<file path="src/rtl/wb_pkg.sv">
// Shared defaults and FSM encoding for the weight-buffer read sequencer.
package wb_pkg;
  localparam int DEF_ADDR_W = 13;
  localparam int DEF_LEN_W  = 13;
  localparam int DEF_REP_W  = 8;
  localparam int DEF_RD_LAT = 2;

  typedef enum logic [1:0] {
    IDLE  = 2'd0,
    RUN   = 2'd1,
    DRAIN = 2'd2
  } state_t;
endpackage

</file>
<file path="src/rtl/wb_tag_dly.sv">
// Fixed-depth shift line that carries word tags alongside the weight buffer read latency.
module wb_tag_dly #(
  parameter int DEPTH = 2,
  parameter int W     = 2
) (
  input  logic         i_clk,
  input  logic         i_rst,
  input  logic         i_clr,
  input  logic [W-1:0] i_tag,
  output logic [W-1:0] o_tag
);
  logic [W-1:0] line_q [DEPTH];

  always_ff @(posedge i_clk or posedge i_rst) begin
    if (i_rst) begin
      for (int i = 0; i < DEPTH; i++) line_q[i] <= '0;
    end else if (i_clr) begin
      for (int i = 0; i < DEPTH; i++) line_q[i] <= '0;
    end else begin
      line_q[0] <= i_tag;
      for (int i = 1; i < DEPTH; i++) line_q[i] <= line_q[i-1];
    end
  end

  assign o_tag = line_q[DEPTH-1];
endmodule

</file>
<file path="src/rtl/wb_rd_seq.sv">
// Walks a (base, len) window of weight words for a number of passes, yielding the
// single SRAM port to the host or to PE stalls, with tags aligned to read data valid.
module wb_rd_seq
  import wb_pkg::*;
#(
  parameter int ADDR_W = DEF_ADDR_W,
  parameter int LEN_W  = DEF_LEN_W,
  parameter int REP_W  = DEF_REP_W,
  parameter int RD_LAT = DEF_RD_LAT
) (
  input  logic              i_clk,
  input  logic              i_rst,
  input  logic              i_start,
  input  logic              i_abort,
  input  logic [ADDR_W-1:0] i_base_addr,
  input  logic [LEN_W-1:0]  i_len,
  input  logic [REP_W-1:0]  i_repeat,
  input  logic              i_bypass,
  input  logic              i_stall,
  input  logic              i_host_en,
  output logic [ADDR_W-1:0] o_wb_raddr,
  output logic              o_wb_rd_en,
  output logic              o_bypass_wb,
  output logic              o_last,
  output logic              o_pass_last,
  output logic              o_busy,
  output logic              o_done,
  output logic [1:0]        o_state
);
  state_t            state_q;
  logic [ADDR_W-1:0] addr_q, base_q;
  logic [LEN_W-1:0]  len_q, word_cnt_q;
  logic [REP_W-1:0]  rep_q, pass_cnt_q;
  logic              byp_q, last_q, pass_q;
  logic [2:0]        drain_q;
  logic [1:0]        tag_out;

  logic issue, word_end, pass_end;
  assign issue    = (state_q == RUN) && !i_stall && !i_host_en;
  assign word_end = (word_cnt_q == len_q - LEN_W'(1));
  assign pass_end = (pass_cnt_q == rep_q - REP_W'(1));

  always_ff @(posedge i_clk or posedge i_rst) begin
    if (i_rst) begin
      state_q     <= IDLE;
      addr_q      <= '0;
      base_q      <= '0;
      len_q       <= '0;
      rep_q       <= '0;
      word_cnt_q  <= '0;
      pass_cnt_q  <= '0;
      byp_q       <= 1'b0;
      drain_q     <= '0;
      o_wb_raddr  <= '0;
      o_wb_rd_en  <= 1'b0;
      o_bypass_wb <= 1'b0;
      last_q      <= 1'b0;
      pass_q      <= 1'b0;
      o_done      <= 1'b0;
    end else begin
      o_wb_rd_en  <= 1'b0;
      o_bypass_wb <= 1'b0;
      last_q      <= 1'b0;
      pass_q      <= 1'b0;
      o_done      <= 1'b0;
      if (i_abort) begin
        state_q <= IDLE;
        drain_q <= '0;
      end else begin
        case (state_q)
          IDLE: begin
            if (i_start) begin
              // An empty window completes at once without touching the SRAM.
              if (i_len != '0 && i_repeat != '0) begin
                state_q    <= RUN;
                base_q     <= i_base_addr;
                addr_q     <= i_base_addr;
                len_q      <= i_len;
                rep_q      <= i_repeat;
                byp_q      <= i_bypass;
                word_cnt_q <= '0;
                pass_cnt_q <= '0;
              end else begin
                o_done <= 1'b1;
              end
            end
          end
          RUN: begin
            if (issue) begin
              o_wb_rd_en  <= 1'b1;
              o_wb_raddr  <= addr_q;
              o_bypass_wb <= byp_q;
              if (word_end) begin
                addr_q     <= base_q;
                word_cnt_q <= '0;
                pass_q     <= 1'b1;
                if (pass_end) begin
                  last_q  <= 1'b1;
                  state_q <= DRAIN;
                  drain_q <= '0;
                end else begin
                  pass_cnt_q <= pass_cnt_q + REP_W'(1);
                end
              end else begin
                addr_q     <= addr_q + ADDR_W'(1);
                word_cnt_q <= word_cnt_q + LEN_W'(1);
              end
            end
          end
          DRAIN: begin
            // Done lands one cycle after the final word's data-valid beat.
            if (drain_q == 3'(RD_LAT)) begin
              o_done  <= 1'b1;
              state_q <= IDLE;
            end else begin
              drain_q <= drain_q + 3'd1;
            end
          end
          default: state_q <= IDLE;
        endcase
      end
    end
  end

  wb_tag_dly #(.DEPTH(RD_LAT), .W(2)) u_tag_dly (
    .i_clk (i_clk),
    .i_rst (i_rst),
    .i_clr (i_abort),
    .i_tag ({o_wb_rd_en & last_q, o_wb_rd_en & pass_q}),
    .o_tag (tag_out)
  );

  assign o_last      = tag_out[1];
  assign o_pass_last = tag_out[0];
  assign o_busy      = (state_q != IDLE);
  assign o_state     = state_q;
endmodule

</file>
<file path="config.mk">
export PLATFORM = sky130hd
export DESIGN_NAME = wb_rd_seq
export DESIGN_NICKNAME = d
export VERILOG_FILES = /design/src/rtl/wb_pkg.sv /design/src/rtl/wb_tag_dly.sv /design/src/rtl/wb_rd_seq.sv
export SDC_FILE = /design/constraint.sdc
export NUM_CORES = 1
export LEC_CHECK = 0
export ABC_AREA = 1
export BUFFER_PORTS_ARGS = -buffer_cell sky130_fd_sc_hd__buf_2
export CAP_MARGIN = 15
export CORE_ASPECT_RATIO = 0.5
export CORE_MARGIN = 1
export CORE_UTILIZATION = 42
export DETAILED_ROUTE_END_ITERATION = 10
export GPL_TIMING_DRIVEN = 0
export SYNTH_ARGS = -nofsm -noshare
export SYNTH_HDL_FRONTEND = slang
export SYNTH_SLANG_ARGS = --single-unit
</file>
<file path="constraint.sdc">
create_clock -name i_clk -period 3.6 [get_ports i_clk]
set_input_delay 0 -clock i_clk [delete_from_list [all_inputs] [get_ports i_clk]]
set_output_delay 0 -clock i_clk [all_outputs]
set_load 0.1 [all_outputs]
</file>
**Word-level counts from Yosys, hierarchy flattened**

Cells that the tools add are included.

- Logic and storage cells: 111
- Bits of input ports: 41
- Register bits after elaboration: 96
- Bits in latches: 0
- Output and inout bits: 21
- Memory bits (read-only): 0
- Memories kept: 0
- Memory bits (writable): 0

- Muxes and demuxes: 51
- Reductions and logical operators: 17
- Bitwise operators: 3
- Shift operators: 0
- Equality and inequality tests: 17
- Multipliers: 0
- Divide/modulo/power cells: 0
- Add/subtract/negate cells: 6
- Order comparisons: 0

Operators with widths:

| operator | count |
|---|---|
| $mux W13 | 8 |
| $pmux W13 S2 | 2 |
| $mux W8 | 5 |
| $add A13 B1 Y13 const B | 2 |
| $ne A3 B3 Y1 const B | 7 |
| $mux W1 | 19 |
| $pmux W8 S2 | 1 |
| $mux W3 | 5 |
| $mux W2 | 7 |
| $eq A13 B13 Y1 | 1 |
| $reduce_bool A13 Y1 | 1 |
| $sub A13 B1 Y13 const B | 1 |
| $ne A2 B2 Y1 const B | 5 |
| $reduce_and A5 Y1 | 2 |
| $add A8 B1 Y8 const B | 1 |
| $eq A8 B8 Y1 | 1 |
| $reduce_bool A8 Y1 | 1 |
| $sub A8 B1 Y8 const B | 1 |
| $reduce_and A7 Y1 | 1 |
| $pmux W2 S3 | 1 |
| $pmux W3 S2 | 1 |
| $reduce_and A6 Y1 | 1 |
| $mux W4 | 1 |
| $reduce_and A4 Y1 | 1 |
| 13 further kinds | 18 |

**Depth between registers and ports, before layout**

Gate-level depths: netlist of the first run.

- Depth after elaboration: 7
- Gate-level depth with buffers: 17
- Gate-level depth less buffers: 17

**Hierarchy**

A second synthesis of the first run with hierarchy kept.

- Cell total of the unflattened synthesis: 742
- Area total of the unflattened synthesis: 5,472.7 um^2

Modules (own cells, without submodules):

| module | instances | area an instance (um^2) | seq. area each (um^2) | cells each |
|---|---|---|---|---|
| wb_rd_seq | 1 | 5,323.9 | 2,302.2 | 727 |
| wb_tag_dly | 1 | 148.9 | 100.1 | 15 |

**Worst setup path after synthesis of the first run**

Ideal clock, no wire load.

- Path kind: register to register
- Start: register state_q[0] (netlist: o_state[0])
- End: register word_cnt_q[11]
- Data required time: 3,468 ps
- Arrival: 2,927 ps
- Buffers on the path: 1
- Stages on the path, launching flop included: 9
- Setup time: 132 ps
- Setup slack: 541 ps
- Clock period less this slack: 3,059 ps
- Cell sequence: dfrtp_1 > inv_1 > nand2_1 > o22ai_1 > nor3_1 > nand2_1 > clkbuf_1 > a21oi_2 > nor2_1

- Word-level cells in the longest chain between the ends: 5
- Elaborated cells between the ends (all ways): 10
- Classes of those cells: eq/ne (4); mux (1); reduce/logical (5)

Ends and longest elaborated chain:

| item | line | RTL |
|---|---|---|
| start, declared | wb_rd_seq.sv:30 | `state_t state_q;` |
| start signal, assigned | wb_rd_seq.sv:45 | `state_q <= IDLE;` |
| start signal, assigned | wb_rd_seq.sv:67 | `state_q <= IDLE;` |
| start signal, assigned | wb_rd_seq.sv:75 | `state_q <= RUN;` |
| $eq A2 B1 Y1 | wb_rd_seq.sv:39, wb_rd_seq.sv:70 |  |
| $logic_and A1 B1 Y1 (2 in series) | wb_rd_seq.sv:39 | `assign issue = (state_q == RUN) && !i_stall && !i_host_en;` |
| $ne A2 B2 Y1 (no line) | n/a |  |
| $reduce_and A5 Y1 (no line) | n/a |  |
| end signal, assigned | wb_rd_seq.sv:106 | `word_cnt_q <= word_cnt_q + LEN_W'(1);` |
| end, declared | wb_rd_seq.sv:32 | `logic [LEN_W-1:0] len_q, word_cnt_q;` |

Several ways; a longest one is shown, not always the timed one.
A chain may end at the register's enable or synchronous reset.

**Final worst setup path of the first run**

- Start: input port i_repeat[0]
- End: register base_q[8]

- Word-level cells in the longest chain between the ends: 3

Ends and longest elaborated chain:

| item | line | RTL |
|---|---|---|
| start, declared | wb_rd_seq.sv:17 | `input logic [REP_W-1:0] i_repeat,` |
| $reduce_bool A8 Y1 | wb_rd_seq.sv:74 | `if (i_len != '0 && i_repeat != '0) begin` |
| $logic_and A1 B1 Y1 | wb_rd_seq.sv:74 |  |
| $reduce_and A4 Y1 (no line) | n/a |  |
| end signal, assigned | wb_rd_seq.sv:76 | `base_q <= i_base_addr;` |
| end, declared | wb_rd_seq.sv:31 | `logic [ADDR_W-1:0] addr_q, base_q;` |

No other way between the ends.

==> results by group, run 1 <==
Run status
  – Status: complete, no violations

Clocking
  – Cts hold-fix bufs: 35
  – CTS Buf Count: 9
  – Clock Latency Late Sink: 0.35 ns
  – H-tree Lvls: 3
  – Clock slew at reported path FFs: 0.07 ns
  – Clock root cell: clkbuf_16
  – CTS resizes: 0
  – Clk sinks: 96
  – Clk buf depth: 2
  – Post-CTS setup buffer count: 0
  – CTS tree: built

Floorplanning
  – Core box area: 12,810 um2
  – Top-Level Pins: 62
  – Die width: 165.2 um
  – Die area: 13,800 um2
  – Row count: 29
  – Die height: 83.58 um
  – Initial cell density of the core: 43.65%

Cells and area
  – Most common cell after layout, fill and taps aside: nand2_1
  – Area grow syn2layout: 22.34%
  – Layout cells sized above 1: 15.25%
  – Fillcell total: 1,288
  – Final net count: 902
  – Non-Filler Instances: 1,029
  – Final core occ: 53.39%
  – Inserted Diodes: 0
  – Design area: 6839 um2
  – Most frequent cells in the layout: nand2_1, inv_1, dfrtp_1

Timing
  – Setup TNS: 0 ns
  – Final setup skew: 0.007697 ns
  – F_max: 365.1 MHz
  – Rel. slew slack: 56.68%
  – Tmin final: 2.739 ns
  – Fin. max-slew vios: 0
  – Period utilisation layout: 76.08%
  – Final worst slack: 0.8610 ns
  – # setup viols final: 0
  – Final hold viol count: 0
  – Hold_ws: 0.03557 ns
  – RSZ-0062 raised after global routing: false
  – Worst slew pin tran: 0.6497 ns

Pwr
  – Power per cell area: 815.2 nW/um2
  – Total power: 5.575 mW
  – Leakage: 3.396 nW
  – VDD IR max: 0.6540 mV

Place
  – Dpl hpwl: 10.30 mm
  – Placed cell areas: 6138 um2
  – Port bufs: 61
  – Pre-CTS setup slack: 1.065 ns
  – Final GP Congestion: 0.8494
  – Placed cell count: 978

Drt
  – Vias per cell: 4.835
  – Avg WL per Cell: 13.53 um
  – DRC errors left: 0
  – Vias: 4,975
  – Post-DRT Antenna Nets: 0
  – Detailed Route WL: 13.93 mm
  – Drt pass-1 iters: 5
  – Initial DRC count: 363

Worst setup path
  – Launch point of the worst reg-to-reg path: o_state[0]$_DFFE_PP0P_
  – Required time at the worst-slack endpoint: 3.80 ns
  – Reg2reg path depth: 8
  – CP endpoint kind: register
  – Max Fanout on Critical Path: 10
  – Worst R2R End: base_q[8]$_DFFE_PP0P_
  – Reg2Reg Setup Slack: 1.04 ns
  – Startpoint Class: input pin
  – CP Capture Point: base_q[8]$_DFFE_PP0P_
  – CP startpoint: i_repeat[0]
  – Worst setup path class: in2reg
  – Worst EP arrival: 2.94 ns

Global route
  – Initial antenna violation count: 0
  – First-pass GRT wire length: 23.51 mm
  – Total global-route track usage: 21.72%
  – Vias in the first global route: 4,661
  – Largest net degree at the start of global routing: 69
  – GR Overflow Total: 0

Logic synthesis
  – Post-synth EDFFs: 0
  – Sequential share of the synthesized area: 42.97%
  – Primary FF master, synth: dfrtp_1
  – Gate count after technology mapping: 746
  – #FFs+latches synth: 96
  – Post-synthesis average cell area: 7.494 um2
  – YS warnings: 0
  – Netlist cell types: 40
  – Syn Nets: 794
  – FFs w/ async S/R, synth: 100.0%
  – Mapped cell area: 5590 um2

Min path
  – HP Class: in2reg

Run
  – Number of max-cap violations: 0
-- how the worst min path moves through the flow --
stage,start,to,slack [ns],cells after the start
floorplan,i_len[11],len_q[11]$_DFFE_PP0P_,0.11,2
global placement,i_bypass,byp_q$_DFFE_PP0P_,0.21,3
detailed placement,i_rst,o_bypass_wb$_DFF_PP0_,0.02,2
CTS,i_base_addr[1],base_q[1]$_DFFE_PP0P_,0.03,4
global route,i_base_addr[1],base_q[1]$_DFFE_PP0P_,0.05,4
finish,i_base_addr[1],base_q[1]$_DFFE_PP0P_,0.04,4
-- Yosys cell counts, types with 2 or more instances --
library cell	n	area share, %
nand2_1	204	14
xor2_1	22	3.4
o21ai_0	52	4.7
nor2_8	2	0.72
nor2_4	6	1.2
a21oi_1	15	1.3
nand4_1	10	1.1
dfrtp_1	96	43
inv_1	97	6.5
nor2_1	75	5.0
clkinv_1	2	0.13
a22oi_1	4	0.54
nand3_2	2	0.36
or2_2	3	0.34
o21bai_1	2	0.27
ha_1	7	1.6
nand3_1	60	5.4
nor4_1	5	0.56
inv_2	4	0.27
nand2_2	11	1.2
nor3_1	10	0.90
o21ai_1	4	0.36
o21ai_2	8	1.3
buf_6	3	0.60
mux2_2	4	0.81
nor2_2	2	0.22
a31oi_1	2	0.22
clkbuf_1	13	0.87
xnor2_1	8	1.3
nand2_4	3	0.60
-- final cells by class --
| class | instances | area (um2) | share of cell area [%] |
|---|---|---|---|
| buffer | 18 | 91.34 | 1.336 |
| clock buffer | 9 | 225.2 | 3.293 |
| clock inverter | 7 | 125.1 | 1.829 |
| inverter | 103 | 389.1 | 5.690 |
| multi-input combinational | 529 | 2710 | 39.63 |
| sequential | 96 | 2402 | 35.13 |
| tap | 170 | 212.7 | 3.110 |
| timing repair buffer | 97 | 683.2 | 9.989 |
-- critical path: stages --
cell	delay [ns]
dlygate4sd3_1	0.52
buf_2	0.13
nor4_1	0.32
nand2_1	0.11
nand2_1	0.23
inv_1	0.09
nand2_1	0.39
clkinv_1	0.43
clkbuf_1	0.41
nand2_1	0.21
o21ai_0	0.10
-- report_power, final --
part / internal, mW / switching, mW / total (mW)
logic: 0.772 / 1.91 / 2.68
registers: 1.44 / 0.314 / 1.75
clock network: 0.687 / 0.453 / 1.14
total: 2.90 / 2.68 / 5.58
-- sequential cells by signal, indices dropped and copies added, names as in the netlist, 2 cells and up --
| register | flops |
|---|---|
| addr_q | 13 |
| base_q | 13 |
| len_q | 13 |
| o_wb_raddr | 13 |
| word_cnt_q | 13 |
| pass_cnt_q | 8 |
| rep_q | 8 |
| drain_q | 3 |
| o_state | 2 |
| u_tag_dly.line_q | 2 |
| u_tag_dly.o_tag | 2 |
-- routing by layer --
metal | track usage, % | routed length [um]
met5 | 0 | 0
met4 | 4.170 | 95
met3 | 3.825 | 656
met2 | 30.85 | 5577
met1 | 34.05 | 7597
-- cell families (layout without fill, tap and decap cells) --
family                     Yosys count  count (layout)  share of synthesized area [%]
xor gates and xnor gates            31              31                          4.991
buffers and inverters              121             234                          8.550
muxes                                4               4                         0.8057
adders and majority gates            7               7                          1.567
AOI/OAI and AO/OA                   91              91                          9.199
DFF                                 96              96                          42.97
and+or+nand+nor                    396             396                          31.92
Note: power is estimated with default switching activity, not from simulation.
==> run 2: changes to the inputs <==
- clock period: 3.6 -> 2.75 ns (I/O delays scaled with it)
==> run 2 against run 1 <==
Critical path depth grew 1. Wire length grew 0.99%. Clock skew grew 0.0024 ns. Largest cell class unchanged.
==> results by group, run 2 (synthesized netlist as in run 1, its figures left out) <==
Min path
  – Hold worst-path end: base_q[1]$_DFFE_PP0P_
  – Hold_sp: i_base_addr[1]
  – HP Class: in2reg
  – Hold Crit Depth: 4

Floorplanning
  – Die width: 165.2 um
  – Core box area: 12,810 um2
  – Die height: 83.58 um
  – Top-Level Pins: 62
  – Row count: 29
  – Initial cell density of the core: 43.65%
  – Die area: 13,800 um2

Cells and area
  – Most common cell after layout, fill and taps aside: nand2_1
  – Most frequent cells in the layout: nand2_1, inv_1, dfrtp_1
  – Layout cells sized above 1: 15.83%
  – Fillcell total: 1,253
  – Non-Filler Instances: 1,029
  – Final net count: 902
  – Area grow syn2layout: 21.46%
  – Inserted Diodes: 0

Drt
  – Detailed Route WL: 14.07 mm
  – DRC errors left: 0
  – Post-DRT Antenna Nets: 0
  – Initial DRC count: 345
  – Vias per cell: 4.921
  – Drt pass-1 iters: 5
  – Vias: 5,064
  – Avg WL per Cell: 13.67 um

Timing
  – Final hold viol count: 0
  – Final setup skew: 0.01010 ns
  – Setup TNS: 0 ns
  – Rel. slew slack: 55.56%
  – Tmin final: 2.434 ns
  – Worst slew pin tran: 0.6666 ns
  – # setup viols final: 0
  – Final worst slack: 0.3164 ns
  – F_max: 410.9 MHz
  – Period utilisation layout: 88.50%
  – Fin. max-slew vios: 0
  – RSZ-0062 raised after global routing: false

Pwr
  – Power per cell area: 1042 nW/um2
  – VDD IR max: 0.8782 mV
  – Leakage: 3.361 nW
  – Gate power share: 49.9%
  – Internal Pwr Total: 3.553 mW
  – Clock share of power: 17.7%
  – Power share of the sequential group: 32.4%
  – Sw Share: 49.76%
  – P_sw: 3.519 mW

Place
  – Port bufs: 61
  – Dpl hpwl: 10.36 mm
  – Final GP Congestion: 0.8490
  – Pre-CTS setup slack: 0.2613 ns
  – Placed cell count: 978

Worst setup path
  – CP max-delay cell: dfrtp_1
  – Max Fanout on Critical Path: 5
  – WP buf/inv: 1
  – Worst path most repeated cell: nor2_1
  – Launch point of the worst reg-to-reg path: len_q[0]$_DFFE_PP0P_
  – Worst setup path class: reg2reg
  – Cell Chain, Critical Path: inv_1, ha_1, nand2_2, nor2_4, xor2_2, o21ai_0, nor2_1, nand2_1, nor2_1, nand2_1, nor2_1, o21ai_0
  – Worst R2R End: addr_q[7]$_DFFE_PP0P_
  – CP peak stage delay: 0.38 ns
  – Required time at the worst-slack endpoint: 2.98 ns
  – Reg2reg path depth: 12
  – Worst EP arrival: 2.66 ns
  – Reg2Reg Setup Slack: 0.32 ns
  – CP endpoint kind: register
  – Delay-heaviest family, CP: simple AND/OR/NAND/NOR gates
  – Startpoint Class: register

Run
  – Number of max-cap violations: 0

Clocking
  – Clk sinks: 96
  – Clk buf depth: 2
  – Clock slew at reported path FFs: 0.08 ns
  – Clock root cell: clkbuf_16
  – Clock Latency Late Sink: 0.35 ns
  – H-tree Lvls: 3
  – CTS Buf Count: 9
  – CTS tree: built

Global route
  – First-pass GRT wire length: 23.78 mm
  – Largest net degree at the start of global routing: 50
  – Initial antenna violation count: 0
  – Total global-route track usage: 22.20%
  – Vias in the first global route: 4,768
  – GR Overflow Total: 0

Run status
  – Status: complete, no violations
-- run 2: changes by cell type in the layout (fill, tap and decap cells not counted), sizes merged --
cell / previous run / this run
clkbuf: 22 / 23
clkinvlp: 2 / 4
bufinv: 3 / 0
clkinv: 2 / 1
inv: 103 / 104
-- run 2: power groups by stage --
stage	registers [mW]	clock network (mW)	logic, mW
6_report	2.29	1.25	3.53
5_1_grt	2.37	1.34	3.94
4_1_cts	2.29	1.27	3.53
3_5_place_dp	2.32	0	3.47
3_3_place_gp	2.30	0	3.42
2_1_floorplan	2.90	0	2.14
-- run 2: cell type report --
class | count | area, um2 | area share (%)
Inverter | 103 | 392.9 | 5.786
Sequential cell | 96 | 2405 | 35.42
Multi-Input combinational cell | 529 | 2715 | 39.99
Clock inverter | 6 | 51.30 | 0.7555
Timing Repair Buffer | 97 | 683.2 | 10.06
Tap cell | 170 | 212.7 | 3.132
Buffer | 18 | 91.34 | 1.345
Clock buffer | 10 | 239.0 | 3.519
-- run 2: worst max path at each step --
stage | cells after the start | endpoint | slack [ns] | startpoint
after floorplan | 1 | o_state[0]$_DFFE_PP0P_ | 0.03 | i_rst
after global placement | 2 | o_state[0]$_DFFE_PP0P_ | -1.36 | i_rst
after detailed placement | 8 | base_q[8]$_DFFE_PP0P_ | 0.26 | o_state[0]$_DFFE_PP0P_
after CTS | 11 | base_q[8]$_DFFE_PP0P_ | 0.09 | i_repeat[0]
after global routing | 15 | drain_q[2]$_DFFE_PP0P_ | 0.08 | rep_q[0]$_DFFE_PP0P_
final | 12 | addr_q[7]$_DFFE_PP0P_ | 0.32 | len_q[0]$_DFFE_PP0P_
-- run 2: metal layers --
layer	up-vias	wire (um)	global-route usage (%)
met3	24	573	4.322
met4	0	219	5.838
met2	126	5639	31.76
met5	-	0	0
met1	2337	7633	33.75
li1	2577	-	-
-- run 2: per-stage QoR --
stage / total power [mW] / hold WS, ns / cell area, um2 / utilization [%]
2_1_floorplan: 5.039 / 0.1096 / 5595 / -
3_3_place_gp: 5.724 / 0.2114 / 6113 / 47.73
3_5_place_dp: 5.788 / 0.1421 / 6143 / 47.96
4_1_cts: 7.099 / 0.01776 / 6784 / 52.96
5_1_grt: 7.653 / 0.02771 / 6790 / 53.01
6_report: 7.072 / 0.02625 / 6790 / 53.01
-- run 2: worst reg2reg max path, cell delays in order, from the launching register on --
cell and delay, ns:
dfrtp_1 0.38, inv_1 0.13, ha_1 0.24, nand2_2 0.13, nor2_4 0.17, xor2_2 0.23, o21ai_0 0.12, nor2_1 0.15
nand2_1 0.08, nor2_1 0.23, nand2_1 0.21, nor2_1 0.15, o21ai_0 0.09
-- run 2: repair_timing --
action	in CTS	in global routing
setup endpoints to repair	0	9
gates resized for setup	0	2
hold buffers	35	0
buffers inserted	0	0
hold endpoints to repair	94	0
==> run 3: changes to the inputs <==
- PLACE_DENSITY_LB_ADDON: unset -> 0.2
==> run 3 against run 2 <==
Flip-flop and latch count is the same. Global-route usage down 0.91 points. Non-clock buffer count did not move. Critical path type unchanged. Largest power group unchanged.
==> results by group, run 3 (synthesized netlist as in run 1, its figures left out) <==
Min path
  – HP Class: in2reg

Worst setup path
  – Worst EP arrival: 2.66 ns
  – CP max-delay cell: clkbuf_1
  – CP peak stage delay: 0.53 ns
  – CP endpoint kind: register
  – Startpoint Class: register
  – WP buf/inv: 3
  – Delay-heaviest family, CP: buffers and inverters
  – Worst setup path class: reg2reg
  – Required time at the worst-slack endpoint: 3.01 ns
  – Cell Chain, Critical Path: inv_1, nand2_2, nor3b_1, nand2_2, clkinvlp_4, clkbuf_1, nand2_1, o21ai_0
  – Max Fanout on Critical Path: 10
  – Worst path most repeated cell: nand2_2

Floorplanning
  – Initial cell density of the core: 43.65%
  – Core box area: 12,810 um2
  – Top-Level Pins: 62
  – Row count: 29
  – Die height: 83.58 um
  – Die width: 165.2 um
  – Die area: 13,800 um2

Global route
  – Total global-route track usage: 21.30%
  – Initial antenna violation count: 0
  – GR Overflow Total: 0
  – First-pass GRT wire length: 23.04 mm
  – Largest net degree at the start of global routing: 54
  – Vias in the first global route: 4,722

Cells and area
  – Footprint of the multi-input gates: 2715 um2
  – Design area: 6805 um2
  – Fillcell total: 1,240
  – Inserted Diodes: 0
  – Register area: 2405 um2
  – Final core occ: 53.13%
  – Layout cells sized above 1: 15.83%
  – Final net count: 902
  – Area grow syn2layout: 21.73%
  – Most common cell after layout, fill and taps aside: nand2_1
  – Most frequent cells in the layout: nand2_1, inv_1, dfrtp_1

Clocking
  – Clock slew at reported path FFs: 0.07 ns
  – CTS tree: built
  – Clk buf depth: 2
  – Clock Latency Late Sink: 0.35 ns
  – CTS Buf Count: 9
  – Clk sinks: 96
  – Clock root cell: clkbuf_16
  – H-tree Lvls: 3

Place
  – Final GP Congestion: 0.8374
  – Placed cell areas: 6143 um2
  – Dpl hpwl: 10.22 mm
  – Port bufs: 61

Drt
  – Detailed Route WL: 13.54 mm
  – Initial DRC count: 292
  – DRC errors left: 0
  – Post-DRT Antenna Nets: 0
  – Drt pass-1 iters: 4
  – Vias: 5,027
  – Vias per cell: 4.885
  – Avg WL per Cell: 13.16 um

Pwr
  – VDD IR max: 0.8484 mV
  – Power per cell area: 1043 nW/um2
  – Leakage: 3.375 nW
  – Total power: 7.100 mW

Timing
  – Rel. slew slack: 54.21%
  – Hold_ws: 0.03474 ns
  – RSZ-0062 raised after global routing: false
  – Period utilisation layout: 87.27%
  – Tmin final: 2.400 ns
  – Fin. max-slew vios: 0
  – Final setup skew: 0.008561 ns
  – F_max: 416.7 MHz
  – # setup viols final: 0
  – Final hold viol count: 0
  – Worst slew pin tran: 0.6868 ns

Run
  – Number of max-cap violations: 0

Run status
  – Status: complete, no violations
-- run 3: worst paths after layout --
path / cells past startpoint / to / slack (ns) / startpoint
min in group asynchronous: 3 / o_bypass_wb$_DFF_PP0_ / 0.31 / i_rst
max in group asynchronous: 4 / pass_cnt_q[4]$_DFFE_PP0P_ / 1.79 / i_rst
worst min-delay path: 4 / base_q[1]$_DFFE_PP0P_ / 0.03 / i_base_addr[1]
worst max register to register: 8 / base_q[8]$_DFFE_PP0P_ / 0.35 / o_state[0]$_DFFE_PP0P_
worst max-delay path: 8 / base_q[8]$_DFFE_PP0P_ / 0.35 / o_state[0]$_DFFE_PP0P_
worst min register to register: 2 / u_tag_dly.o_tag[1]$_DFF_PP0_ / 0.46 / u_tag_dly.line_q[3]$_DFF_PP0_
-- run 3: metrics by stage --
step | setup TNS (ns) | worst slack (ns) | cells
after floorplan | 0 | 0.02669 | 746
after global placement | -98.24 | -1.338 | 977
after detailed placement | 0 | 0.2967 | 978
after CTS | 0 | 0.1035 | 1029
after global routing | 0 | 0.1098 | 1029
final | 0 | 0.3500 | 1029
-- run 3: repair_timing --
action                     in CTS  in global routing
setup endpoints to repair       0                 15
setup buffers                   0                  0
hold buffers                   35                  0
gates resized for setup         0                  2
hold endpoints to repair       98                  0
-- run 3: final cells by class --
cell class / instances / share of cell area (%)
plain buffers: 18 / 1.342
well taps: 170 / 3.126
multi-input cells: 529 / 39.90
inverters: 103 / 5.773
clock buffers: 9 / 3.309
clock inverters: 7 / 1.177
flip-flops and latches: 96 / 35.34
repair buffers: 97 / 10.04
-- run 3: layer usage --
layer  track usage (%)  wire (um)  vias up
li1                  -          -     2572
met2             31.04       5440      131
met1             32.51       7376     2314
met3             3.726        638       10
met5                 0          0        -
met4             4.671         86        0
-- run 3: report_power, final --
part | internal [mW] | total, mW | switching (mW) | leakage [nW]
Combinational | 1.01 | 3.50 | 2.49 | 1.99
Clock | 0.717 | 1.31 | 0.590 | 0.148
Sequential | 1.89 | 2.29 | 0.401 | 1.23
Total | 3.62 | 7.10 | 3.48 | 3.38
-- run 3: worst register-to-register path: stages (launching register included) --
cell and delay [ns]:
dfrtp_2 0.42, inv_1 0.12, nand2_2 0.07, nor3b_1 0.32, nand2_2 0.28, clkinvlp_4 0.25, clkbuf_1 0.53, nand2_1 0.19
o21ai_0 0.14
